### src/rtl/rm_ctrl_pkg.sv
// rm_ctrl_pkg: state codes and fixed timing constants shared by the RM/PR controller.
package rm_ctrl_pkg;

    typedef enum logic [2:0] {
        RM_RST  = 3'd0,
        IDLE    = 3'd1,
        RUN     = 3'd2,
        DRAIN   = 3'd3,
        WAIT_PR = 3'd4,
        FAIL    = 3'd5
    } state_t;

    localparam int DRAIN_LEN = 2;

endpackage

### src/rtl/rm_tick_gen.sv
// rm_tick_gen: step prescaler counting 0..DIV-1.
// Ports: clk, reset (sync, active-low), clr (zero the count), hold (freeze the count),
// tick (count is at DIV-1; the count wraps to 0 on the next unheld edge).
module rm_tick_gen #(
    parameter int DIV   = 50_000_000,
    parameter int PRE_W = 26
) (
    input  logic clk,
    input  logic reset,
    input  logic clr,
    input  logic hold,
    output logic tick
);

    logic [PRE_W-1:0] cnt;

    assign tick = cnt == PRE_W'(DIV - 1);

    always_ff @(posedge clk)
        if (!reset || clr) cnt <= '0;
        else if (!hold) cnt <= tick ? '0 : cnt + 1'b1;

endmodule

### src/rtl/rm_leds_pr_ctrl.sv
// rm_leds_pr_ctrl: steps the LED RM and sequences decouple/reset around partial reconfiguration.
// Ports: clk, reset (sync, active-low), run, pr_req, pr_done, pr_err in;
// rm_en (step strobe), rm_reset, decouple, pr_ack, busy, error, state (debug code) out.
module rm_leds_pr_ctrl
    import rm_ctrl_pkg::*;
#(
    parameter int DIV      = 50_000_000,
    parameter int PRE_W    = 26,
    parameter int RST_HOLD = 16,
    parameter int TIMEOUT  = 2**20,
    parameter int TO_W     = 21
) (
    input  logic       clk,
    input  logic       reset,
    input  logic       run,
    input  logic       pr_req,
    input  logic       pr_done,
    input  logic       pr_err,
    output logic       rm_en,
    output logic       rm_reset,
    output logic       decouple,
    output logic       pr_ack,
    output logic       busy,
    output logic       error,
    output logic [2:0] state
);

    localparam int HW = $clog2(RST_HOLD + 2);

    state_t          st, nxt;
    logic [HW-1:0]   cnt;
    logic [TO_W-1:0] tcnt;
    logic            tick, stay_run, clr;

    // The prescaler only advances on cycles that stay in RUN, so a pr_req or run drop
    // on a terminal count neither strobes nor loses the pending step.
    assign stay_run = st == RUN && nxt == RUN;
    assign clr      = st == RM_RST && nxt != RM_RST;
    assign state    = st;

    rm_tick_gen #(.DIV(DIV), .PRE_W(PRE_W)) u_tick (
        .clk   (clk),
        .reset (reset),
        .clr   (clr),
        .hold  (!stay_run),
        .tick  (tick)
    );

    always_comb begin
        nxt = st;
        case (st)
            RM_RST:  nxt = cnt == HW'(RST_HOLD - 1) ? (run ? RUN : IDLE) : RM_RST;
            IDLE,
            RUN:     nxt = pr_req ? DRAIN : run ? RUN : IDLE;
            DRAIN:   nxt = cnt == HW'(DRAIN_LEN - 1) ? WAIT_PR : DRAIN;
            WAIT_PR: nxt = pr_err ? FAIL : pr_done ? RM_RST : tcnt == TO_W'(TIMEOUT) ? FAIL : WAIT_PR;
            FAIL:    nxt = pr_req ? DRAIN : FAIL;
            default: nxt = RM_RST;
        endcase
    end

    // Outputs are decoded from the next state so they are registered alongside it.
    always_ff @(posedge clk)
        if (!reset) begin
            st       <= RM_RST;
            cnt      <= '0;
            tcnt     <= '0;
            rm_en    <= 1'b0;
            rm_reset <= 1'b1;
            decouple <= 1'b1;
            pr_ack   <= 1'b0;
            busy     <= 1'b0;
            error    <= 1'b0;
        end else begin
            st       <= nxt;
            cnt      <= nxt == st ? cnt + 1'b1 : '0;
            tcnt     <= st == WAIT_PR && nxt == WAIT_PR ? tcnt + 1'b1 : '0;
            rm_en    <= stay_run && tick;
            rm_reset <= nxt == RM_RST || nxt == FAIL;
            decouple <= !(nxt == IDLE || nxt == RUN);
            pr_ack   <= nxt == WAIT_PR;
            busy     <= nxt == DRAIN || nxt == WAIT_PR || (nxt == RM_RST && (st == WAIT_PR || busy));
            error    <= nxt == FAIL;
        end

endmodule
### config.mk
export PLATFORM = sky130hd
export DESIGN_NAME = rm_leds_pr_ctrl
export DESIGN_NICKNAME = d
export VERILOG_FILES = /design/src/rtl/rm_ctrl_pkg.sv /design/src/rtl/rm_tick_gen.sv /design/src/rtl/rm_leds_pr_ctrl.sv
export SDC_FILE = /design/constraint.sdc
export NUM_CORES = 1
export LEC_CHECK = 0
export BUFFER_PORTS_ARGS = -buffer_cell sky130_fd_sc_hd__buf_2
export CAP_MARGIN = 10
export CORE_MARGIN = 5
export CORE_UTILIZATION = 45
export DETAILED_ROUTE_END_ITERATION = 8
export GPL_ROUTABILITY_DRIVEN = 0
export PLACE_DENSITY = 0.69
export SLEW_MARGIN = 30
export SYNTH_ARGS = -nofsm -noshare
export SYNTH_HDL_FRONTEND = slang
export SYNTH_SLANG_ARGS = --single-unit
### constraint.sdc
create_clock -name clk -period 3.05 [get_ports clk]
set_input_delay 0.61 -clock clk [delete_from_list [all_inputs] [get_ports clk]]
set_output_delay 0.61 -clock clk [all_outputs]
set_load 0.02 [all_outputs]
==> run summary, run 1 <==
pin count of the biggest net entering global routing -> 22
skew final -> 0.00695 ns
vias in the first global route -> 2509
fin crit share -> 0.751
Max Root-Sink Buffers -> 2
largest cells by area after synthesis -> dfxtp_1 (39%), nor2_1 (5.6%), xor2_1 (4.8%)
CP peak stage delay -> 0.42 ns
Bufs and invs on worst path -> 0
final hold viol count -> 0
total negative slack -> 0 ns
Starting Density -> 0.460
CP Data Arrival Time -> 2.56 ns
Yosys reg bits -> 61
CTS H-tree lvls -> 3
die width -> 93.4 um
wire length of the first global-routing pass -> 11700 um
Max transition margin -> 0.493
worst hold path depth -> 1
endpoints failing setup -> 0
EDFF count, synth -> 0
Critical Path Sink -> rm_reset
Final ANT Viol Nets -> 0
status -> completed
Sequential Area -> 1220 um2
CP Cell Sequence -> ha_1 -> and3_1 -> ha_1 -> or3_1 -> a311o_1 -> o311a_1 -> nor2_1
Post-CTS Resized -> 0
CP max FO -> 4
IO Pins -> 15
total design power -> 1.53 mW
Req. time, crit path -> 3.32 ns
TritonCTS clock tree -> yes
Crit. Startpoint -> cnt[0]
Synth Area per Inst -> 8.39 um2
Levels on crit path -> 7
multi-input logic area -> 1800 um2
DP Area -> 3260 um2
ys flop type -> dfxtp_1
Final WS setup -> 0.761 ns
GRT Util Overall -> 0.165
WS Path Type -> register to register
Area Overhead vs Synth -> 10.1%
ys async rst share -> 0
Synth top area share -> 0.390
final WL -> 6780 um
CTS buffer count -> 9
PD cells -> 445 nW/um2
DR iter-0 viols -> 184
Yosys top cell by area -> dfxtp_1
# rows -> 30
worst slew pin tran -> 0.754 ns
R2R depth -> 7
drt pass-1 iters -> 5
Hold WS -> 0.485 ns
RSZ-0062 raised after global routing -> false
CTS clock-pin slew for the worst setup and hold paths -> 0.06 ns
CP endpoint kind -> register
via/cell ratio -> 5.82
max-cap viol count -> 0
Lkg Pwr -> 1.15 nW
worst reg2reg path endpoint -> rm_reset
Routed WL per cell -> 14.0 um
Seq/Total Area, Yosys -> 0.390
via count -> 2821
Final nets -> 397
clk sink count -> 61
synth unique cells -> 55
core region area -> 6790 um2
Tmin final -> 2.29 ns
Synth Net Count -> 385
Die ar. -> 8720 um2
CP top delay family -> compound AO/OA/AOI/OAI gates
FF-to-FF Start -> cnt[0]
Filler Cell Count -> 649
CTS hold repair buffers -> 0
Ant. Diodes -> 0
Final Max Slew Viols -> 0
DR DRC count -> 0
warnings from Yosys -> 0
crit-path most repeated cell -> ha_1
clock latency on the worst-skew pair -> 0.34 ns
CP max-delay cell -> a311o_1
Die Y -> 93.4 um
clock root cell -> clkbuf_8
dpl ws -> 0.748 ns
Reg2Reg Setup Slack -> 0.76 ns
Final HPWL DP -> 4650 um
worst min-delay path category -> register to register
kind of start point of the critical path -> register
final instance area -> 3440 um2
initial antenna violation count -> 0
IO Port Bufs -> 14
synthesized area -> 3130 um2
Cells after Synth -> 373
Post-CTS Setup Bufs -> 0
fmax -> 0.437 GHz
worst vdd ir -> 0.000285 V
gr ovfl total -> 0
share of layout cells above drive strength 1 -> 0.111
[layout by cell type (no fill, tap or decap), drive strengths merged, types with 4 or more instances in the layout]
| master | instances |
|---|---|
| xor2 | 17 |
| and4 | 7 |
| nand3 | 21 |
| and3 | 9 |
| o21ai | 10 |
| nand2 | 33 |
| a32o | 7 |
| a31oi | 4 |
| ha | 6 |
| nor4 | 18 |
| dfxtp | 61 |
| and2 | 6 |
| nor3 | 17 |
| clkbuf | 10 |
| nor3b | 4 |
| nor2 | 48 |
| nand4 | 14 |
| xnor2 | 15 |
| or4 | 5 |
| inv | 11 |
| a21oi | 11 |
| buf | 15 |
[worst min path at each step]
stage,from,end,slack [ns]
floorplan,tcnt[0],tcnt[0],0.44
global placement,tcnt[0],tcnt[0],0.46
detailed placement,tcnt[0],tcnt[0],0.48
CTS,tcnt[0],tcnt[0],0.50
global route,tcnt[0],tcnt[0],0.53
finish,tcnt[0],tcnt[0],0.49
[synth_stat cells, drive strengths merged (2+ instances only)]
cell / instances
buf: 7
nor2b: 2
nor3b: 4
or4: 5
nand3: 21
or3b: 2
nand3b: 3
xor2: 17
a311o: 2
nand2: 33
nor2: 48
and4: 7
or3: 3
a21oi: 11
nand4: 14
nand2b: 2
a31oi: 4
ha: 6
xnor2: 15
dfxtp: 61
a32o: 7
o21ai: 10
inv: 11
nor4: 18
clkbuf: 7
and3: 9
nor3: 17
or4b: 3
a311oi: 2
and2: 6
[layout make-up]
class / count / share of cell area
inverters: 11 / 0.0120
clock buffers: 10 / 0.0371
flip-flops and latches: 61 / 0.355
multi-input cells: 287 / 0.524
well taps: 96 / 0.0349
clock inverters: 5 / 0.0153
repair buffers: 15 / 0.0225
[routing by layer]
layer,vias to the layer above,part of all wire,routed length (um),GRT usage
met4,0,0.017,117,0.0635
li1,1384,-,-,-
met1,1337,0.46,3140,0.211
met3,12,0.056,379,0.0459
met5,-,0,0,0
met2,88,0.46,3140,0.262
[cells by family after synthesis]
kind of cell             after synthesis  share of synthesized area
adder cells (fa/ha/maj)                6                     0.0240
AND/OR/NAND/NOR                      201                      0.354
multiplexers                           1                    0.00320
buffers and inverters                 25                     0.0328
flip-flops                            61                      0.390
XOR/XNOR                              32                     0.0896
AO/OA/AOI/OAI                         47                      0.106
[sequential cells by signal, summed over array words and instances, names as in the netlist]
signal / count
decouple: 1
rm_reset: 1
cnt: 5
u_tick.cnt: 26
tcnt: 21
busy: 1
pr_ack: 1
rm_en: 1
state: 3
error: 1
[worst reg2reg max path, stage by stage, from the launching register on]
cell	delay, ns
dfxtp_1	0.34
ha_1	0.23
and3_1	0.19
ha_1	0.23
or3_1	0.36
a311o_1	0.42
o311a_1	0.36
nor2_1	0.10
[power by group]
part           leakage (nW)  internal, mW  switching, mW
combinational         0.566        0.0169         0.0253
clock                0.0919         0.368          0.313
sequential            0.492         0.802        0.00624
[through the flow]
step | instances | util
after floorplan | 373 | -
after global placement | 470 | 0.480
after detailed placement | 470 | 0.480
after CTS | 485 | 0.507
after global routing | 485 | 0.507
final | 485 | 0.507
(Power assumes the default switching activity.)
==> run 2: changes to the inputs <==
--- a/config.mk
+++ b/config.mk
@@ -5,13 +5,14 @@
 export SDC_FILE = /design/constraint.sdc
 export NUM_CORES = 1
 export LEC_CHECK = 0
+export ABC_AREA = 1
 export BUFFER_PORTS_ARGS = -buffer_cell sky130_fd_sc_hd__buf_2
 export CAP_MARGIN = 10
 export CORE_MARGIN = 5
 export CORE_UTILIZATION = 45
 export DETAILED_ROUTE_END_ITERATION = 8
 export GPL_ROUTABILITY_DRIVEN = 0
-export PLACE_DENSITY = 0.69
+export PLACE_DENSITY = 0.72
 export SLEW_MARGIN = 30
 export SYNTH_ARGS = -nofsm -noshare
 export SYNTH_HDL_FRONTEND = slang
==> constraint.sdc (replaced) <==
create_clock -name clk -period 2 [get_ports clk]
set_input_delay 0.4 -clock clk [delete_from_list [all_inputs] [get_ports clk]]
set_output_delay 0.4 -clock clk [all_outputs]
set_load 0.02 [all_outputs]
==> run summary, run 2 <==
status -> complete, but fails checks (was completed)
failing checks -> negative setup slack
Req. time, crit path -> 2.25 ns (was 3.32 ns)
Max Root-Sink Buffers -> 2 (unchanged)
CP endpoint kind -> register (unchanged)
commonest non-fill, non-tap cell in the layout -> nand2_1 (was dfxtp_1)
Tmin final -> 2.04 ns (was 2.29 ns)
skew final -> 0.0102 ns (was 0.00695 ns)
clk sink count -> 61 (unchanged)
Final WS setup -> -0.0382 ns (was 0.761 ns)
Final nets -> 612 (was 397)
# rows -> 33 (was 30)
pin count of the biggest net entering global routing -> 25 (was 22)
Yosys reg bits -> 61 (unchanged)
EDFF count, synth -> 0 (unchanged)
IO Port Bufs -> 14 (unchanged)
CTS buffer count -> 9 (unchanged)
fin crit share -> 1.02 (was 0.751)
ys flop type -> dfxtp_1 (unchanged)
warnings from Yosys -> 0 (unchanged)
IO Pins -> 15 (unchanged)
TritonCTS clock tree -> yes (unchanged)
Max transition margin -> 0.685 (was 0.493)
Final ANT Viol Nets -> 0 (unchanged)
synthesized area -> 3740 um2 (was 3130 um2)
core region area -> 8180 um2 (was 6790 um2)
Yosys top cell by area -> dfxtp_1 (unchanged)
total design power -> 2.24 mW (was 1.53 mW)
number of flip-flops in the largest register -> 26 (unchanged)
Final HPWL DP -> 5910 um (was 4650 um)
kind of start point of the critical path -> register (unchanged)
Seq/Total Area, Yosys -> 0.326 (was 0.390)
vias in the first global route -> 3442 (was 2509)
Die Y -> 101 um (was 93.4 um)
clock root cell -> clkbuf_8 (unchanged)
most numerous cell in the Yosys netlist -> nand2_1 (was dfxtp_1)
worst slew pin tran -> 0.470 ns (was 0.754 ns)
Synth top area share -> 0.326 (was 0.390)
commonest non-fill, non-tap cells in the layout -> nand2_1 (155), nor2_1 (103), inv_1 (57), dfxtp_1 (57), nand3_1 (29) (was dfxtp_1 (61), nor2_1 (47), nand2_1 (33))
worst min-delay path category -> primary input to register (was register to register)
Starting Density -> 0.458 (was 0.460)
PD cells -> 518 nW/um2 (was 445 nW/um2)
share of layout cells above drive strength 1 -> 0.177 (was 0.111)
RSZ-0062 raised after global routing -> true (was false)
fmax -> 0.491 GHz (was 0.437 GHz)
top flop regs -> u_tick.cnt: 26 flops, tcnt: 21 flops, cnt: 5 flops (unchanged)
initial antenna violation count -> 0 (unchanged)
Area Overhead vs Synth -> 15.5% (was 10.1%)
max-cap viol count -> 0 (unchanged)
Top reg by flops -> u_tick.cnt (unchanged)
Non-Filler Instances -> 709 (was 485)
CTS H-tree lvls -> 3 (unchanged)
Die ar. -> 10200 um2 (was 8720 um2)
DR iter-0 viols -> 243 (was 184)
ys async rst share -> 0 (unchanged)
wire length of the first global-routing pass -> 14700 um (was 11700 um)
dpl ws -> 0.00546 ns (was 0.748 ns)
CTS hold repair buffers -> 0 (unchanged)
dpl cells -> 686 (was 470)
Synth Net Count -> 581 (was 385)
final WL -> 8740 um (was 6780 um)
Cells after Synth -> 569 (was 373)
via/cell ratio -> 5.13 (was 5.82)
CTS clock-pin slew for the worst setup and hold paths -> 0.07 ns (was 0.06 ns)
die width -> 101 um (was 93.4 um)
DR DRC count -> 0 (unchanged)
GRT Util Overall -> 0.175 (was 0.165)
Ant. Diodes -> 0 (unchanged)
via count -> 3640 (was 2821)
CP max FO -> 5 (was 4)
worst vdd ir -> 0.000322 V (was 0.000285 V)
final hold viol count -> 0 (unchanged)
Lkg Pwr -> 1.64 nW (was 1.15 nW)
Synth Area per Inst -> 6.58 um2 (was 8.39 um2)
endpoints failing setup -> 20 (was 0)
total negative slack -> -0.326 ns (was 0 ns)
Routed WL per cell -> 12.3 um (was 14.0 um)
CP Data Arrival Time -> 2.29 ns (was 2.56 ns)
gr ovfl total -> 0 (unchanged)
Post-synth top cells -> nand2_1 (164), nor2_1 (103), dfxtp_1 (61), inv_1 (57), nand3_1 (30) (was dfxtp_1 (61), nor2_1 (47), nand2_1 (33), nand3_1 (21))
WS Path Type -> register to register (unchanged)
synth unique cells -> 30 (was 55)
final core occ -> 0.529 (was 0.507)
largest cells by area after synthesis -> dfxtp_1 (33%), nand2_1 (16%), nor2_1 (10%) (was dfxtp_1 (39%), nor2_1 (5.6%), xor2_1 (4.8%))
clock latency on the worst-skew pair -> 0.35 ns (was 0.34 ns)
drt pass-1 iters -> 5 (unchanged)
Final Max Slew Viols -> 0 (unchanged)
-- run 2: changes by cell type in the layout (fill, tap and decap cells not counted), moves of 12 or more --
cell and change:
nor3_2 +21, buf_4 +13, nand4_1 +12, nor2_1 +56, nand2_1 +122, nor4_1 -15
inv_1 +46
-- run 2: worst paths after layout --
| check | slack [ns] | from | end | depth (start not counted) |
|---|---|---|---|---|
| worst max-delay path | -0.04 | cnt[1] | u_tick.cnt[17] | 12 |
| worst min-delay path | 0.29 | reset | rm_reset | 2 |
| worst max register to register | -0.04 | cnt[1] | u_tick.cnt[17] | 12 |
| worst min register to register | 0.47 | tcnt[0] | tcnt[0] | 1 |
-- run 2: logic make-up after synthesis --
| logic type | Yosys count | synth area share |
|---|---|---|
| and+or+nand+nor | 371 | 0.463 |
| xor gates and xnor gates | 30 | 0.0702 |
| buffers and inverters | 76 | 0.0859 |
| DFF | 61 | 0.326 |
| adders and majority gates | 6 | 0.0201 |
| AOI/OAI and AO/OA | 25 | 0.0348 |
-- run 2: metrics by stage --
step | hold WS (ns) | area [um2]
5_1_grt | 0.290 | 4320
2_1_floorplan | 0.433 | 3740
4_1_cts | 0.273 | 4140
3_3_place_gp | 0.494 | 3970
6_report | 0.288 | 4320
3_5_place_dp | 0.503 | 3970
-- run 2: power breakdown --
part           leakage [nW]  internal, mW  switching, mW
logic                  1.06        0.0202         0.0317
registers             0.494          1.22        0.00701
clock network        0.0877         0.467          0.494
total                  1.64          1.71          0.533
-- run 2: what timing repair did --
action	in CTS	in global routing
setup buffers	0	4
pin swaps	0	8
endpoints found under the setup margin	2	53
gates cloned	0	4
gates resized for setup	0	25
-- run 2: metal layers --
layer / share of wire / routed length, um / GRT usage / vias to the layer above
li1: - / - / - / 1863
met1: 0.45 / 3890 / 0.217 / 1663
met2: 0.48 / 4200 / 0.290 / 94
met3: 0.052 / 453 / 0.0393 / 20
met4: 0.023 / 199 / 0.0767 / 0
met5: 0 / 0 / 0 / -
-- run 2: cell type report --
class | count | area (um2)
Sequential cell | 61 | 1230
Tap cell | 105 | 131
Fill cell | 832 | 3850
Timing Repair Buffer | 33 | 277
Inverter | 62 | 233
Multi-Input combinational cell | 433 | 2290
Clock inverter | 5 | 27.5
Clock buffer | 10 | 138
-- run 2: critical path: stages (launching register included) --
cell and delay (ns):
dfxtp_4 0.36, ha_4 0.15, and3_4 0.18, ha_4 0.15
nand4_1 0.12, nand3_2 0.14, nor2_8 0.16, nand2_4 0.08
nor2_4 0.25, clkbuf_16 0.21, nand2_2 0.05, nand2_1 0.05
nor2_1 0.04
==> run 3: changes to the inputs <==
--- a/config.mk
+++ b/config.mk
@@ -5,7 +5,6 @@
 export SDC_FILE = /design/constraint.sdc
 export NUM_CORES = 1
 export LEC_CHECK = 0
-export ABC_AREA = 1
 export BUFFER_PORTS_ARGS = -buffer_cell sky130_fd_sc_hd__buf_2
 export CAP_MARGIN = 10
 export CORE_MARGIN = 5
@@ -16,4 +15,5 @@
 export SLEW_MARGIN = 30
 export SYNTH_ARGS = -nofsm -noshare
 export SYNTH_HDL_FRONTEND = slang
+export SYNTH_HIERARCHICAL = 1
 export SYNTH_SLANG_ARGS = --single-unit
==> run summary, run 3 <==
status -> complete, but fails checks (unchanged)
failing checks -> negative setup slack (unchanged)
DR DRC count -> 0 (unchanged)
gr ovfl total -> 0 (unchanged)
IO Port Bufs -> 14 (unchanged)
PD cells -> 624 nW/um2 (was 518 nW/um2)
warnings from Yosys -> 6 (was 0)
GR Util met1 -> 0.189 (was 0.217)
Yosys top cell by area -> dfxtp_1 (unchanged)
final hold viol count -> 0 (unchanged)
Routed WL per cell -> 14.1 um (was 12.3 um)
most numerous cell in the Yosys netlist -> dfxtp_1 (was nand2_1)
# rows -> 30 (was 33)
Final nets -> 429 (was 612)
CTS H-tree lvls -> 3 (unchanged)
EDFF count, synth -> 0 (unchanged)
simple-gate share of the synthesized area -> 0.331 (was 0.463)
switch share -> 0.233 (was 0.238)
largest cells by area after synthesis -> dfxtp_1 (38%), nor2_1 (5.1%), xnor2_1 (4.1%) (was dfxtp_1 (33%), nand2_1 (16%), nor2_1 (10%))
GRT Util Overall -> 0.178 (was 0.175)
total design power -> 2.36 mW (was 2.24 mW)
DR iter-0 viols -> 108 (was 243)
Top reg by flops -> u_tick/cnt (was u_tick.cnt)
Post-synth top cells -> dfxtp_1 (61), nor2_1 (43), nand2_1 (27), a21oi_1 (25), nand3_1 (20) (was nand2_1 (164), nor2_1 (103), dfxtp_1 (61), inv_1 (57), nand3_1 (30))
share of layout cells above drive strength 1 -> 0.221 (was 0.177)
logic gate share of total power -> 0.050 (was 0.023)
synth unique cells -> 54 (was 30)
fin crit share -> 1.01 (was 1.02)
Tmin final -> 2.02 ns (was 2.04 ns)
Max transition margin -> 0.673 (was 0.685)
met3 Track Usage GR -> 0.0633 (was 0.0393)
multiplexer area fraction after synthesis -> 0 (unchanged)
kind of start point of the critical path -> register (unchanged)
core region area -> 6830 um2 (was 8180 um2)
Starting Density -> 0.465 (was 0.458)
commonest non-fill, non-tap cells in the layout -> dfxtp_1 (56), nor2_1 (42), buf_4 (31) (was nand2_1 (155), nor2_1 (103), inv_1 (57), dfxtp_1 (57), nand3_1 (29))
CTS clock-pin slew for the worst setup and hold paths -> 0.07 ns (about the same)
Lkg Pwr -> 1.26 nW (was 1.64 nW)
CP endpoint kind -> register (unchanged)
initial antenna violation count -> 0 (unchanged)
die width -> 94.0 um (was 101 um)
CTS hold repair buffers -> 0 (unchanged)
Area Overhead vs Synth -> 19.2% (was 15.5%)
CP Data Arrival Time -> 2.24 ns (was 2.29 ns)
Final HPWL DP -> 5200 um (was 5910 um)
Seq/Total Area, Yosys -> 0.385 (was 0.326)
clock power share -> 0.416 (was 0.429)
largest family of logic cells by synthesized area -> simple AND/OR/NAND/NOR gates (unchanged)
Final Max Slew Viols -> 0 (unchanged)
Ant. Diodes -> 0 (unchanged)
Final ANT Viol Nets -> 0 (unchanged)
RSZ-0062 raised after global routing -> true (unchanged)
GRT met2 Usage -> 0.319 (was 0.290)
Pint -> 1.81 mW (was 1.71 mW)
TritonCTS clock tree -> yes (unchanged)
adder-cell share of the synthesized area -> 0.0276 (was 0.0201)
max-cap viol count -> 0 (unchanged)
clock root cell -> clkbuf_8 (unchanged)
fmax -> 0.495 GHz (was 0.491 GHz)
commonest non-fill, non-tap cell in the layout -> dfxtp_1 (was nand2_1)
CP Cell Sequence -> ha_4 -> and3_4 -> ha_4 -> o21bai_1 -> a221oi_2 -> buf_4 -> or2_2 -> nor4b_2 -> a31oi_1 (was ha_4 -> and3_4 -> ha_4 -> nand4_1 -> nand3_2 -> nor2_8 -> nand2_4 -> nor2_4 -> clkbuf_16 -> nand2_2 -> nand2_1 -> nor2_1)
endpoints failing setup -> 2 (was 20)
ys flop type -> dfxtp_1 (unchanged)
IO Pins -> 15 (unchanged)
number of flip-flops in the largest register -> 26 (unchanged)
xor and xnor area share after synthesis -> 0.0690 (was 0.0702)
Most Used Layer, Global Route -> met2 (unchanged)
final WL -> 7280 um (was 8740 um)
worst min-delay path category -> primary input to register (unchanged)
WS Path Type -> register to register (unchanged)
wire length of the first global-routing pass -> 12500 um (was 14700 um)
Req. time, crit path -> 2.23 ns (was 2.25 ns)
pin count of the biggest net entering global routing -> 22 (was 25)
Cells after Synth -> 373 (was 569)
Die ar. -> 8830 um2 (was 10200 um2)
dpl cells -> 498 (was 686)
CP peak stage delay -> 0.33 ns (was 0.36 ns)
worst vdd ir -> 0.000406 V (was 0.000322 V)
Synth Area per Inst -> 8.51 um2 (was 6.58 um2)
Yosys reg bits -> 61 (unchanged)
via/cell ratio -> 5.60 (was 5.13)
ys async rst share -> 0 (unchanged)
Synth Net Count -> 386 (was 581)
CTS buffer count -> 9 (unchanged)
top flop regs -> u_tick/cnt: 26 flops, tcnt: 21 flops, cnt: 5 flops (was u_tick.cnt: 26 flops, tcnt: 21 flops, cnt: 5 flops)
Max Root-Sink Buffers -> 2 (unchanged)
Final WS setup -> -0.0190 ns (was -0.0382 ns)
crit-path most repeated cell -> ha_4 (unchanged)
synthesized area -> 3170 um2 (was 3740 um2)
skew final -> 0.00924 ns (was 0.0102 ns)
part of the power in registers -> 0.534 (was 0.548)
worst slew pin tran -> 0.490 ns (was 0.470 ns)
Die Y -> 94.0 um (was 101 um)
switching power -> 550 uW (was 533 uW)
CP max-delay cell -> dfxtp_2 (was dfxtp_4)
drt pass-1 iters -> 5 (unchanged)
vias in the first global route -> 2852 (was 3442)
Non-Filler Instances -> 517 (was 709)
clock latency on the worst-skew pair -> 0.34 ns (was 0.35 ns)
Compound-Gate Fraction of Synth Area -> 0.145 (was 0.0348)
via count -> 2897 (was 3640)
Synth top area share -> 0.385 (was 0.326)
clk sink count -> 61 (unchanged)
CP max FO -> 4 (was 5)
run 3: cell count changes after synthesis, sizes merged, moves of 11 or more:
cell | before | now
inv | 62 | 12
nand2 | 166 | 27
nand3 | 33 | 20
nor2 | 110 | 45
nor3 | 31 | 13
xor2 | 21 | 10
run 3: final timing paths:
kind,from,endpoint,slack (ns),cells past startpoint
min reg2reg,u_tick/cnt[25],u_tick/cnt[25],0.48,2
max reg2reg,cnt[0],rm_reset,-0.02,9
max,cnt[0],rm_reset,-0.02,9
min,reset,decouple,0.37,2
run 3: worst max-delay path: cells and delay by family (launching register included):
family / cells / cell delay [ns]
DFF: 1 / 0.33
buffers and inverters: 1 / 0.15
and+or+nand+nor: 3 / 0.79
AOI/OAI and AO/OA: 3 / 0.31
adders and majority gates: 2 / 0.31
run 3: power groups by stage:
stage / logic, mW / clock network, mW / registers, mW
3_3_place_gp: 0.103 / 0 / 1.28
3_5_place_dp: 0.108 / 0 / 1.28
2_1_floorplan: 0.0610 / 0 / 1.28
5_1_grt: 0.131 / 1.09 / 1.26
4_1_cts: 0.111 / 1.02 / 1.26
6_report: 0.118 / 0.982 / 1.26
run 3: cell type report:
class                   instances  area (um2)
inverters                      12        45.0
fillers                       662        3050
flip-flops and latches         61        1230
well taps                      96         120
repair buffers                 45         303
multi-input cells             287        1910
clock inverters                 3        20.0
clock buffers                  13         159
run 3: logic make-up after synthesis:
kind of cell	after synthesis
AOI/OAI and AO/OA	67
xor gates and xnor gates	25
adders and majority gates	7
buffers and inverters	25
DFF	61
and+or+nand+nor	188
run 3: repair_timing:
action,CTS,global route
setup buffers,1,2
endpoints found under the setup margin,7,15
resized for setup,12,4
pin swaps,5,9
run 3: through the flow:
step | setup TNS, ns | utilization | cell area [um2] | hold slack (ns) | setup slack [ns]
floorplan | 0 | - | 3200 | 0.442 | 0.00644
global placement | -0.468 | 0.512 | 3500 | 0.463 | -0.0786
detailed placement | -1.01 | 0.512 | 3500 | 0.476 | -0.102
CTS | -0.00323 | 0.548 | 3740 | 0.361 | -0.00323
global route | -0.323 | 0.554 | 3780 | 0.366 | -0.0761
finish | -0.0311 | 0.554 | 3780 | 0.373 | -0.0190
run 3: metal layers:
| layer | vias to the layer above | part of all wire |
|---|---|---|
| li1 | 1449 | - |
| met5 | - | 0 |
| met4 | 0 | 0.021 |
| met1 | 1363 | 0.41 |
| met2 | 67 | 0.53 |
| met3 | 18 | 0.044 |
